## config.mk

```make
export PLATFORM = sky130hd
export DESIGN_NAME = sample_uart_framer
export DESIGN_NICKNAME = d
export VERILOG_FILES = /design/src/rtl/sample_uart_framer_pkg.sv /design/src/rtl/sample_uart_framer_uart_tx_byte.sv /design/src/rtl/sample_uart_framer.sv
export SDC_FILE = /design/constraint.sdc
export NUM_CORES = 1
export LEC_CHECK = 0
export BUFFER_PORTS_ARGS = -buffer_cell sky130_fd_sc_hd__buf_2
export CAP_MARGIN = 15
export CORE_MARGIN = 8
export CORE_UTILIZATION = 50
export CTS_CLUSTER_DIAMETER = 120
export CTS_CLUSTER_SIZE = 28
export DETAILED_ROUTE_END_ITERATION = 6
export PLACE_DENSITY = 0.87
export RECOVER_POWER = 100
export SLEW_MARGIN = 20
export SYNTH_ARGS = -nofsm -noshare
export SYNTH_HDL_FRONTEND = slang
export SYNTH_SLANG_ARGS = --single-unit
```

## constraint.sdc

```tcl
create_clock -name clk -period 5.63 [get_ports clk]
set_input_delay 0.563 -clock clk [delete_from_list [all_inputs] [get_ports clk]]
set_output_delay 0.563 -clock clk [all_outputs]
set_load 0.02 [all_outputs]
```

## src/rtl/sample_uart_framer_pkg.sv

```systemverilog
// Shared constants and FSM state type for the sample UART framer.
// Packet = 2 sync bytes + 4 big-endian 16-bit samples, 8N1 framing.
package sample_uart_pkg;
  localparam logic [7:0] HDR0_DEF      = 8'hBE;
  localparam logic [7:0] HDR1_DEF      = 8'hEF;
  localparam int         FRAME_BYTES   = 10;
  localparam int         BITS_PER_BYTE = 10;

  typedef enum logic {
    IDLE = 1'b0,
    SEND = 1'b1
  } state_t;
endpackage

```

## src/rtl/sample_uart_framer_uart_tx_byte.sv

```systemverilog
// 8N1 byte serialiser, DIV cycles per bit; tx lags acceptance by one cycle.
// Backpressure: byte_rdy only when idle or in the final stop-bit cycle, so bytes chain gap-free.
module uart_tx_byte
  import sample_uart_pkg::*;
#(
  parameter int DIV = 12
) (
  input  logic       clk,
  input  logic       rst_n,
  input  logic       byte_vld,
  input  logic [7:0] byte_dat,
  output logic       byte_rdy,
  output logic       tx,
  output logic       last_cycle
);
  localparam int CW = $clog2(DIV);

  logic          active;
  logic [CW-1:0] baud_cnt;
  logic [3:0]    bit_idx;
  logic [9:0]    shreg;
  logic          bit_end;

  assign bit_end    = (baud_cnt == CW'(DIV - 1));
  assign last_cycle = active && bit_end && (bit_idx == 4'(BITS_PER_BYTE - 1));
  assign byte_rdy   = !active || last_cycle;

  always_ff @(posedge clk) begin
    if (!rst_n) begin
      active   <= 1'b0;
      baud_cnt <= '0;
      bit_idx  <= '0;
      shreg    <= '1;
      tx       <= 1'b1;
    end else begin
      // Registered pin: shows the bit currently being timed by the counters.
      tx <= active ? shreg[0] : 1'b1;
      if (byte_vld && byte_rdy) begin
        active   <= 1'b1;
        baud_cnt <= '0;
        bit_idx  <= '0;
        shreg    <= {1'b1, byte_dat, 1'b0};
      end else if (active) begin
        if (bit_end) begin
          baud_cnt <= '0;
          bit_idx  <= bit_idx + 4'd1;
          shreg    <= {1'b1, shreg[9:1]};
          if (last_cycle) active <= 1'b0;
        end else begin
          baud_cnt <= baud_cnt + 1'b1;
        end
      end
    end
  end
endmodule

```

## src/rtl/sample_uart_framer.sv

```systemverilog
// Snapshots in0..in3 on a sample_clk rising edge and sends a 10-byte UART packet; tx start bit 2 cycles after edge.
// No backpressure: edges arriving while a packet is in flight are dropped and counted (saturating).
module sample_uart_framer
  import sample_uart_pkg::*;
#(
  parameter int         W      = 16,
  parameter int         CLK_HZ = 12000000,
  parameter int         BAUD   = 1000000,
  parameter logic [7:0] HDR0   = HDR0_DEF,
  parameter logic [7:0] HDR1   = HDR1_DEF
) (
  input  logic         clk,
  input  logic         rst_n,
  input  logic         sample_clk,
  input  logic [W-1:0] in0,
  input  logic [W-1:0] in1,
  input  logic [W-1:0] in2,
  input  logic [W-1:0] in3,
  output logic         tx_o,
  output logic         busy,
  output logic [7:0]   drop_count
);
  localparam int DIV = CLK_HZ / BAUD;

  if (W != 16) begin : g_bad_w
    $error("sample_uart_framer: W must be 16");
  end
  if ((CLK_HZ % BAUD) != 0 || DIV < 4) begin : g_bad_div
    $error("sample_uart_framer: CLK_HZ/BAUD must be an integer >= 4");
  end

  state_t       state, state_nxt;
  logic         sc_q;
  logic         smp_edge;
  logic [W-1:0] sh0, sh1, sh2, sh3;
  logic [3:0]   byte_idx;
  logic         byte_vld, byte_rdy, last_cycle;
  logic [7:0]   byte_dat;
  logic         pkt_done;

  assign smp_edge = sample_clk & ~sc_q;
  // byte_idx has already moved past the last byte when its stop bit ends.
  assign pkt_done = last_cycle && (byte_idx == 4'(FRAME_BYTES));

  always_ff @(posedge clk) begin
    if (!rst_n) state <= IDLE;
    else        state <= state_nxt;
  end

  always_comb begin
    state_nxt = state;
    case (state)
      IDLE:    if (smp_edge) state_nxt = SEND;
      SEND:    if (pkt_done) state_nxt = IDLE;
      default: state_nxt = IDLE;
    endcase
  end

  always_comb begin
    byte_vld = (state == SEND) && (byte_idx < 4'(FRAME_BYTES));
    byte_dat = HDR0;
    case (byte_idx)
      4'd1:    byte_dat = HDR1;
      4'd2:    byte_dat = sh0[15:8];
      4'd3:    byte_dat = sh0[7:0];
      4'd4:    byte_dat = sh1[15:8];
      4'd5:    byte_dat = sh1[7:0];
      4'd6:    byte_dat = sh2[15:8];
      4'd7:    byte_dat = sh2[7:0];
      4'd8:    byte_dat = sh3[15:8];
      4'd9:    byte_dat = sh3[7:0];
      default: byte_dat = HDR0;
    endcase
  end

  always_ff @(posedge clk) begin
    if (!rst_n) begin
      sc_q       <= 1'b0;
      busy       <= 1'b0;
      drop_count <= 8'd0;
      byte_idx   <= 4'd0;
    end else begin
      sc_q <= sample_clk;
      busy <= (state == SEND) && !pkt_done;
      if (smp_edge && (state != IDLE) && (drop_count != 8'hFF))
        drop_count <= drop_count + 8'd1;
      if (state == IDLE)
        byte_idx <= 4'd0;
      else if (byte_vld && byte_rdy)
        byte_idx <= byte_idx + 4'd1;
    end
  end

  always_ff @(posedge clk) begin
    if (state == IDLE && smp_edge) begin
      sh0 <= in0;
      sh1 <= in1;
      sh2 <= in2;
      sh3 <= in3;
    end
  end

  uart_tx_byte #(.DIV(DIV)) u_tx (
    .clk       (clk),
    .rst_n     (rst_n),
    .byte_vld  (byte_vld),
    .byte_dat  (byte_dat),
    .byte_rdy  (byte_rdy),
    .tx        (tx_o),
    .last_cycle(last_cycle)
  );
endmodule

```

Word-level counts from Yosys, hierarchy flattened
Index checks and enable logic that the tools add are counted.

storage, ports and cells
  flip-flop bits (word level) = 98
  bits in latches = 0
  bits in writable memories = 0
  bits in read-only memories = 0
  input bits = 67
  output and inout port bits = 10
  word-level logic and storage cells = 67
  memories = 0

cells by class
  add/sub/neg operators = 4
  $mul = 0
  divide/modulo/power cells = 0
  order comparisons = 1
  equal/unequal tests = 13
  shifts and indexed selects = 0
  mux-type cells = 12
  bitwise gates (word level) = 4
  reductions and logical operators = 19

operators with widths
  kind                 number
  $pmux 8 s9           1
  $mux 9               3
  $eq 4x4->1 const B   5
  $eq 4x3->1 const B   4
  $add 4x1->4 const B  3
  $logic_and 1x1->1    9
  $add 8x1->8 const B  1
  $eq 4x2->1 const B   2
  $ne 8x8->1 const B   1
  $reduce_and 2->1     4
  $mux 1               6
  $eq 4x1->1 const B   1
  $lt 4x4->1 const B   1
  $mux 4               1
  $reduce_bool 2->1    2
  $not 1->1            3
  $logic_not 1->1      2
  $pmux 1 s2           1
  $reduce_or 2->1      1
  $and 1x1->1          1
  $logic_or 1x1->1     1

Logic depth before layout (Yosys ltp)
Gate-level depths: netlist (run 1).

  word-level depth = 7
  depth in mapped cells = 9
  depth with buffers taken out = 7

Modules after synthesis
A second synthesis (run 1) with hierarchy kept.

unflattened totals
  cell total of the unflattened synthesis = 359
  area, all modules = 4499.3 sq um

by module, submodules not included
  module              instances  cells an instance  area each (sq um)  sequential area each (sq um)
  sample_uart_framer  1          244                3372.0             2222.1
  uart_tx_byte        1          115                1127.3             380.4

Least setup slack after synthesis (run 1)
No wires, ideal clock.

  path type = input -> register
  from = in sample_clk
  to = reg sh0[0] (enable)
  setup time = 581 ps
  arrival = 5245 ps
  data required time = 5049 ps
  slack = -196 ps
  cell stages on the path = 1
  buffers on the path = 0
  cells stage by stage = nor3b_1

on the way
  word-level cells in the longest chain between the ends = 2

RTL lines
  element               RTL line                  source
  start, declared       sample_uart_framer.sv:14  input logic sample_clk,
  $and 1x1->1           sample_uart_framer.sv:41  assign smp_edge = sample_clk & ~sc_q;
  $logic_and 1x1->1     sample_uart_framer.sv:95  if (state == IDLE && smp_edge) begin
  end signal, assigned  sample_uart_framer.sv:96  sh0 <= in0;
  end, declared         sample_uart_framer.sv:35  logic [W-1:0] sh0, sh1, sh2, sh3;

Every way passes these cells.
A chain may end at the register's enable or synchronous reset.

Worst setup path after layout (run 1)
  from = reg state
  to = reg sh1[7] (enable)

on the way
  word-level cells in the longest chain between the ends = 2

RTL lines
  element                 RTL line                  source
  start, declared         sample_uart_framer.sv:32  state_t state, state_nxt;
  start signal, assigned  sample_uart_framer.sv:47  else state <= state_nxt;
  $not 1->1               sample_uart_framer.sv:95
  $logic_and 1x1->1       sample_uart_framer.sv:95
  end signal, assigned    sample_uart_framer.sv:97  sh1 <= in1;
  end, declared           sample_uart_framer.sv:35

Every way passes these cells.

==> results of run 1 <==
-- state kept, by name, summed over array words and instances, names as in the netlist, 4 cells and up --
register and count:
drop_count 8, u_tx.bit_idx 4, u_tx.baud_cnt 4, sh2 16, byte_idx 4, sh1 16
sh3 16, sh0 16, u_tx.shreg 9
-- layer usage --
metal	GRT usage (%)	vias to the layer above	part of all wire [%]	wire length, um
met3	5.203	15	7.3	598
li1	-	1360	-	-
met1	16.90	1365	41	3364
met4	5.126	0	1.5	119
met2	25.16	106	50	4085
met5	0	-	0	0
-- where the power goes --
group,internal [mW],leakage (nW),switching (mW)
Combinational,0.0394,0.804,0.0515
Sequential,0.816,0.881,0.0192
Clock,0.209,0.0971,0.244
-- Yosys cell counts (3+ instances only) --
master	count
a22o_1	3
mux2i_1	5
a222oi_1	5
a22oi_1	13
edfxtp_1	64
a31oi_1	3
nand4_1	3
ha_1	8
inv_1	6
and2_1	9
nand3b_1	7
nand2_1	35
clkbuf_1	5
nor2b_1	3
a21oi_1	9
buf_2	9
xnor2_1	7
nand3_1	11
nor2_1	18
xor2_1	5
o21ai_0	15
dfxtp_1	34
a211oi_1	3
-- worst max-delay path, delay by kind of cell, from the launching register on --
kind                   cells  cell delay, ps
buffers and inverters      1            2270
DFF                        1             390
and+or+nand+nor            1             200
-- final timing paths --
check	to	slack, ps	cells past startpoint
max	sh1[7]	2260	2
min	sh3[4]	370	1
max reg2reg	sh1[7]	2260	2
min reg2reg	u_tx.shreg[6]	480	2
-- cells by family after synthesis --
group,Yosys count,share of synthesized area [%]
compound gates,74,13.31
xor+xnor,12,2.563
fa+ha+maj,8,2.441
buf+inv,23,2.746
flops,98,63.47
mux,7,1.770
simple gates,104,13.70
-- metrics by stage --
stage / instance area [um2] / util, % / worst slack (ps) / hold slack (ps)
finish: 4693 / 57.99 / 2261 / 370.1
global route: 4693 / 57.99 / 1922 / 341.9
CTS: 4737 / 58.53 / 3420 / 349.9
detailed placement: 4541 / 56.11 / 3436 / 454.0
global placement: 4541 / 56.11 / 3575 / 450.9
floorplan: 4105 / - / 2095 / 414.9
-- area by class of cell --
| cell class | instances | area, um2 |
|---|---|---|
| repair buffers | 77 | 370.4 |
| flip-flops and latches | 98 | 2603 |
| well taps | 105 | 131.4 |
| clock inverters | 6 | 72.57 |
| fillers | 699 | 3400 |
| clock buffers | 9 | 123.9 |
| multi-input cells | 205 | 1370 |
| inverters | 6 | 22.52 |
==> results.json, run 1 <==
{
  "die-height_um": 106.6,
  "synth_top_cell_by_area": "edfxtp_1",
  "setup_viol_count_final": 0,
  "clockBufferDepth": 2,
  "cp_max_fo": 65,
  "diodes": 0,
  "crit_chain": "nor3b_4 > clkbuf_1",
  "total_power_mw": 1.379,
  "antenna_found_initial": 0,
  "grt_usage_pct": 14.79,
  "dp.cells": 491,
  "seq_area_frac_synth_pct": 63.47,
  "cts.sinks": 98,
  "cap_violations": 1,
  "postCtsSetupRepairBufs": 0,
  "cts_tree": "done",
  "synth_warnings": 0,
  "fin_nets": 472,
  "synth-edff-count": 64,
  "cts_resized": 0,
  "layout_commonest_cell": "buf_2",
  "crit_start": "state",
  "wirelength_um": 8168,
  "antenna_left": 0,
  "finClkSkew_ps": 13.00,
  "min_period_over_period_pct": 59.84,
  "failed_checks": "capacitance limit, slew limit",
  "crit_required_ps": 5530,
  "io_pins": 77,
  "portBuffers": 76,
  "yosys_most_used_dff": "edfxtp_1",
  "grt_pass1_wl_um": 13420,
  "drv_slew": 66,
  "critPathLaunchType": "flip-flop",
  "post_drt_wl_per_cell_um": 16.14,
  "min_path_type": "in2reg",
  "rows": 33,
  "start_util_pct": 50.66,
  "postSynthAreaPerCell_um2": 12.58,
  "final_cells": 506,
  "area_growth_pct": 14.46,
  "gp_congestion": 0.8915,
  "first_pass_iters": 5,
  "overflow": 0,
  "crit_type": "reg2reg",
  "routed_via_density": 5.625,
  "period_minus_slack_ps": 3369,
  "ys_async_sr_fraction_pct": 0,
  "core_um2": 8093,
  "grt_pass1_vias": 2920,
  "hold_violations": 0,
  "clkSlewWorstSetupHoldPaths_ps": 100,
  "die_area_um2": 11350,
  "via_count": 2846,
  "finalSetupTns_ps": 0,
  "die_x_um": 106.6,
  "numCtsBuffers": 9,
  "cp-end-kind": "flip-flop",
  "worstPathArrival_ps": 3270,
  "drt_iter0_drc": 246,
  "htree_levels": 3,
  "worstReg2RegStart": "state",
  "final_cell_mix": "buf_2, edfxtp_1, nand2_1",
  "status": "finished, violations left",
  "rsz0062_at_grt": "no",
  "p_leak_nw": 1.782,
  "post-route-drc-count": 0,
  "ys_top_cells_by_area": "edfxtp_1, dfxtp_1, nand2_1",
  "power.density_nw_per_um2": 293.7,
  "grt_max_degree": 66,
  "drive_gt1_share_pct": 21.70,
  "synth_top_area_share_pct": 46.87,
  "post_synth_instance_area_um2": 4100,
  "yosysUniqueCellTypes": 57,
  "slowest_stage": "clkbuf_1",
  "slew_headroom_pct": -114.2,
  "fmax_mhz": 296.8,
  "hold_buffers": 0,
  "postSynthCellCount": 326,
  "worst_pin_slew_ps": 3213,
  "syn-num-nets": 401,
  "dpl.hpwl_um": 5724,
  "slowest_delay_ps": 2270,
  "ir_worst_vdd_mv": 0.1667,
  "min-delay-start": "in3[4]",
  "clk_latency_ps": 360,
  "clock-root-buffer": "clkbuf_8",
  "synth-seq-cells": 98
}
(Power assumes the default switching activity.)
==> run 2: changes to the inputs <==
- CORE_UTILIZATION: 50 -> 55
- PLACE_DENSITY: 0.87 -> 0.9
- clock period: 5.63 -> 3.5 ns (I/O delays scaled with it)
==> run 2 against run 1 <==
Net effect:
- the flow now finishes without violations
- critical endpoint is now u_tx.bit_idx[1]
- clock power up 49%
- largest power group unchanged
- total power up 57%
- via count down 0.98%
- highest routed layer unchanged
- setup slack worse by 1200 ps
- sequential share of layout area up 0.27 points
==> results.json, run 2 (synthesis results as in run 1) <==
{
  "period_minus_slack_ps": 2443,
  "p_leak_nw": 1.781,
  "worstReg2RegStart": "byte_idx[2]",
  "status": "finished clean",
  "crit_chain": "o21ai_0 > and2_0 > nand2_1 > nand2_1 > a211oi_1",
  "min-delay-start": "in2[6]",
  "p_seq_share_pct": 62.0,
  "cap_violations": 0,
  "p_clk_share_pct": 31.2,
  "clkSlewWorstSetupHoldPaths_ps": 100,
  "path_delay_family": "flip-flops",
  "clk_latency_ps": 370,
  "slowest_delay_ps": 1000,
  "worst_pin_slew_ps": 1484,
  "wirelength_um": 8187,
  "overflow": 0,
  "slowest_stage": "dfxtp_1",
  "gp_congestion": 0.8259,
  "die_area_um2": 10470,
  "switching_share_pct": 23.98,
  "htree_levels": 3,
  "cts_resized": 0,
  "core_um2": 7253,
  "crit_required_ps": 3770,
  "fmax_mhz": 409.3,
  "slew_headroom_pct": 1.040,
  "holdPathEnd": "sh2[6]",
  "routed_via_density": 5.625,
  "dp.cells": 485,
  "first_pass_iters": 5,
  "reg2reg_depth": 5,
  "diodes": 0,
  "nFillCells": 549,
  "area_growth_pct": 13.92,
  "comb_power_share_pct": 6.8,
  "start_util_pct": 56.53,
  "via_count": 2818,
  "finalSetupTns_ps": 0,
  "portBuffers": 76,
  "post-route-drc-count": 0,
  "min_period_over_period_pct": 69.81,
  "antenna_found_initial": 0,
  "cts.sinks": 98,
  "io_pins": 77,
  "hold_buffers": 0,
  "ir_worst_vdd_mv": 0.3233,
  "p_switching_mw": 0.5182,
  "reg2reg_slack_ps": 1060,
  "setup_slack_ps": 1057,
  "min_path_type": "in2reg",
  "postCtsSetupRepairBufs": 0,
  "total_power_mw": 2.161,
  "final_cells": 501,
  "finClkSkew_ps": 10.79,
  "power.density_nw_per_um2": 462.6,
  "die-height_um": 102.3,
  "drive_gt1_share_pct": 21.64,
  "setup_viol_count_final": 0,
  "dpl.hpwl_um": 5862,
  "fin_nets": 472,
  "critPathLaunchType": "flip-flop",
  "layout_commonest_cell": "buf_2",
  "numCtsBuffers": 9,
  "crit_buf_inv": 0,
  "drt_iter0_drc": 245,
  "antenna_left": 0,
  "reg2reg_to": "u_tx.bit_idx[1]",
  "grt_pass1_vias": 2860,
  "timing.hold.ws_ps": 146.6,
  "grt_pass1_wl_um": 13370,
  "final_cell_mix": "buf_2, edfxtp_1, nand2_1",
  "cp-end-kind": "flip-flop",
  "drv_slew": 0,
  "grt_max_degree": 66,
  "worstPathArrival_ps": 2720,
  "grt_usage_pct": 16.43,
  "rows": 31,
  "path_common_cell": "nand2_1",
  "post_drt_wl_per_cell_um": 16.34,
  "cts_tree": "done",
  "rsz0062_at_grt": "no",
  "clockBufferDepth": 2,
  "cp_max_fo": 31,
  "p_int_mw": 1.642,
  "clock-root-buffer": "clkbuf_8",
  "die_x_um": 102.3,
  "pre_cts_ws_ps": 1343,
  "crit_type": "reg2reg",
  "min_path_cells": 1,
  "hold_violations": 0
}
==> run 2: cell types whose count changed in the layout (fill, tap and decap cells not counted), sizes merged <==
| cell | delta |
|---|---|
| bufinv | -1 |
| clkinv | +4 |
| inv | -1 |
| clkinvlp | -1 |
==> run 2: per-stage QoR <==
stage                     utilization [%]  instance area [um2]
after floorplan                         -                 4105
after global placement              62.50                 4533
after detailed placement            62.50                 4533
after CTS                           65.02                 4716
after global routing                64.40                 4671
final                               64.40                 4671
==> run 2: worst max-delay path by stage <==
stage	slack (ps)	end	cells past startpoint	start
6_report	1060	u_tx.bit_idx[1]	5	byte_idx[2]
2_1_floorplan	140	sh0[0]	1	state
4_1_cts	1300	u_tx.shreg[2]	7	byte_idx[0]
3_3_place_gp	1480	u_tx.shreg[6]	5	byte_idx[2]
5_1_grt	760	u_tx.bit_idx[1]	5	byte_idx[2]
3_5_place_dp	1340	u_tx.shreg[2]	7	byte_idx[0]
==> run 2: layer usage <==
metal	vias up	GRT usage (%)	wire length, um
met5	-	0	0
met2	98	26.29	3991
met4	0	8.578	218
met1	1343	20.24	3494
li1	1357	-	-
met3	20	3.815	482
==> run 2: power groups by stage <==
| stage | Combinational [mW] | Sequential, mW | Clock (mW) |
|---|---|---|---|
| 2_1_floorplan | 0.0955 | 1.36 | 0 |
| 3_3_place_gp | 0.146 | 1.36 | 0 |
| 3_5_place_dp | 0.152 | 1.37 | 0 |
| 4_1_cts | 0.153 | 1.34 | 0.688 |
| 5_1_grt | 0.163 | 1.35 | 0.729 |
| 6_report | 0.146 | 1.34 | 0.674 |
==> run 2: cell type report <==
type / instances / area [um2] / area share (%)
Clock inverter: 7 / 58.81 / 1.259
Tap cell: 99 / 123.9 / 2.652
Timing Repair Buffer: 77 / 371.6 / 7.956
Clock buffer: 9 / 123.9 / 2.652
Inverter: 6 / 22.52 / 0.4822
Multi-Input combinational cell: 205 / 1368 / 29.28
Sequential cell: 98 / 2603 / 55.72
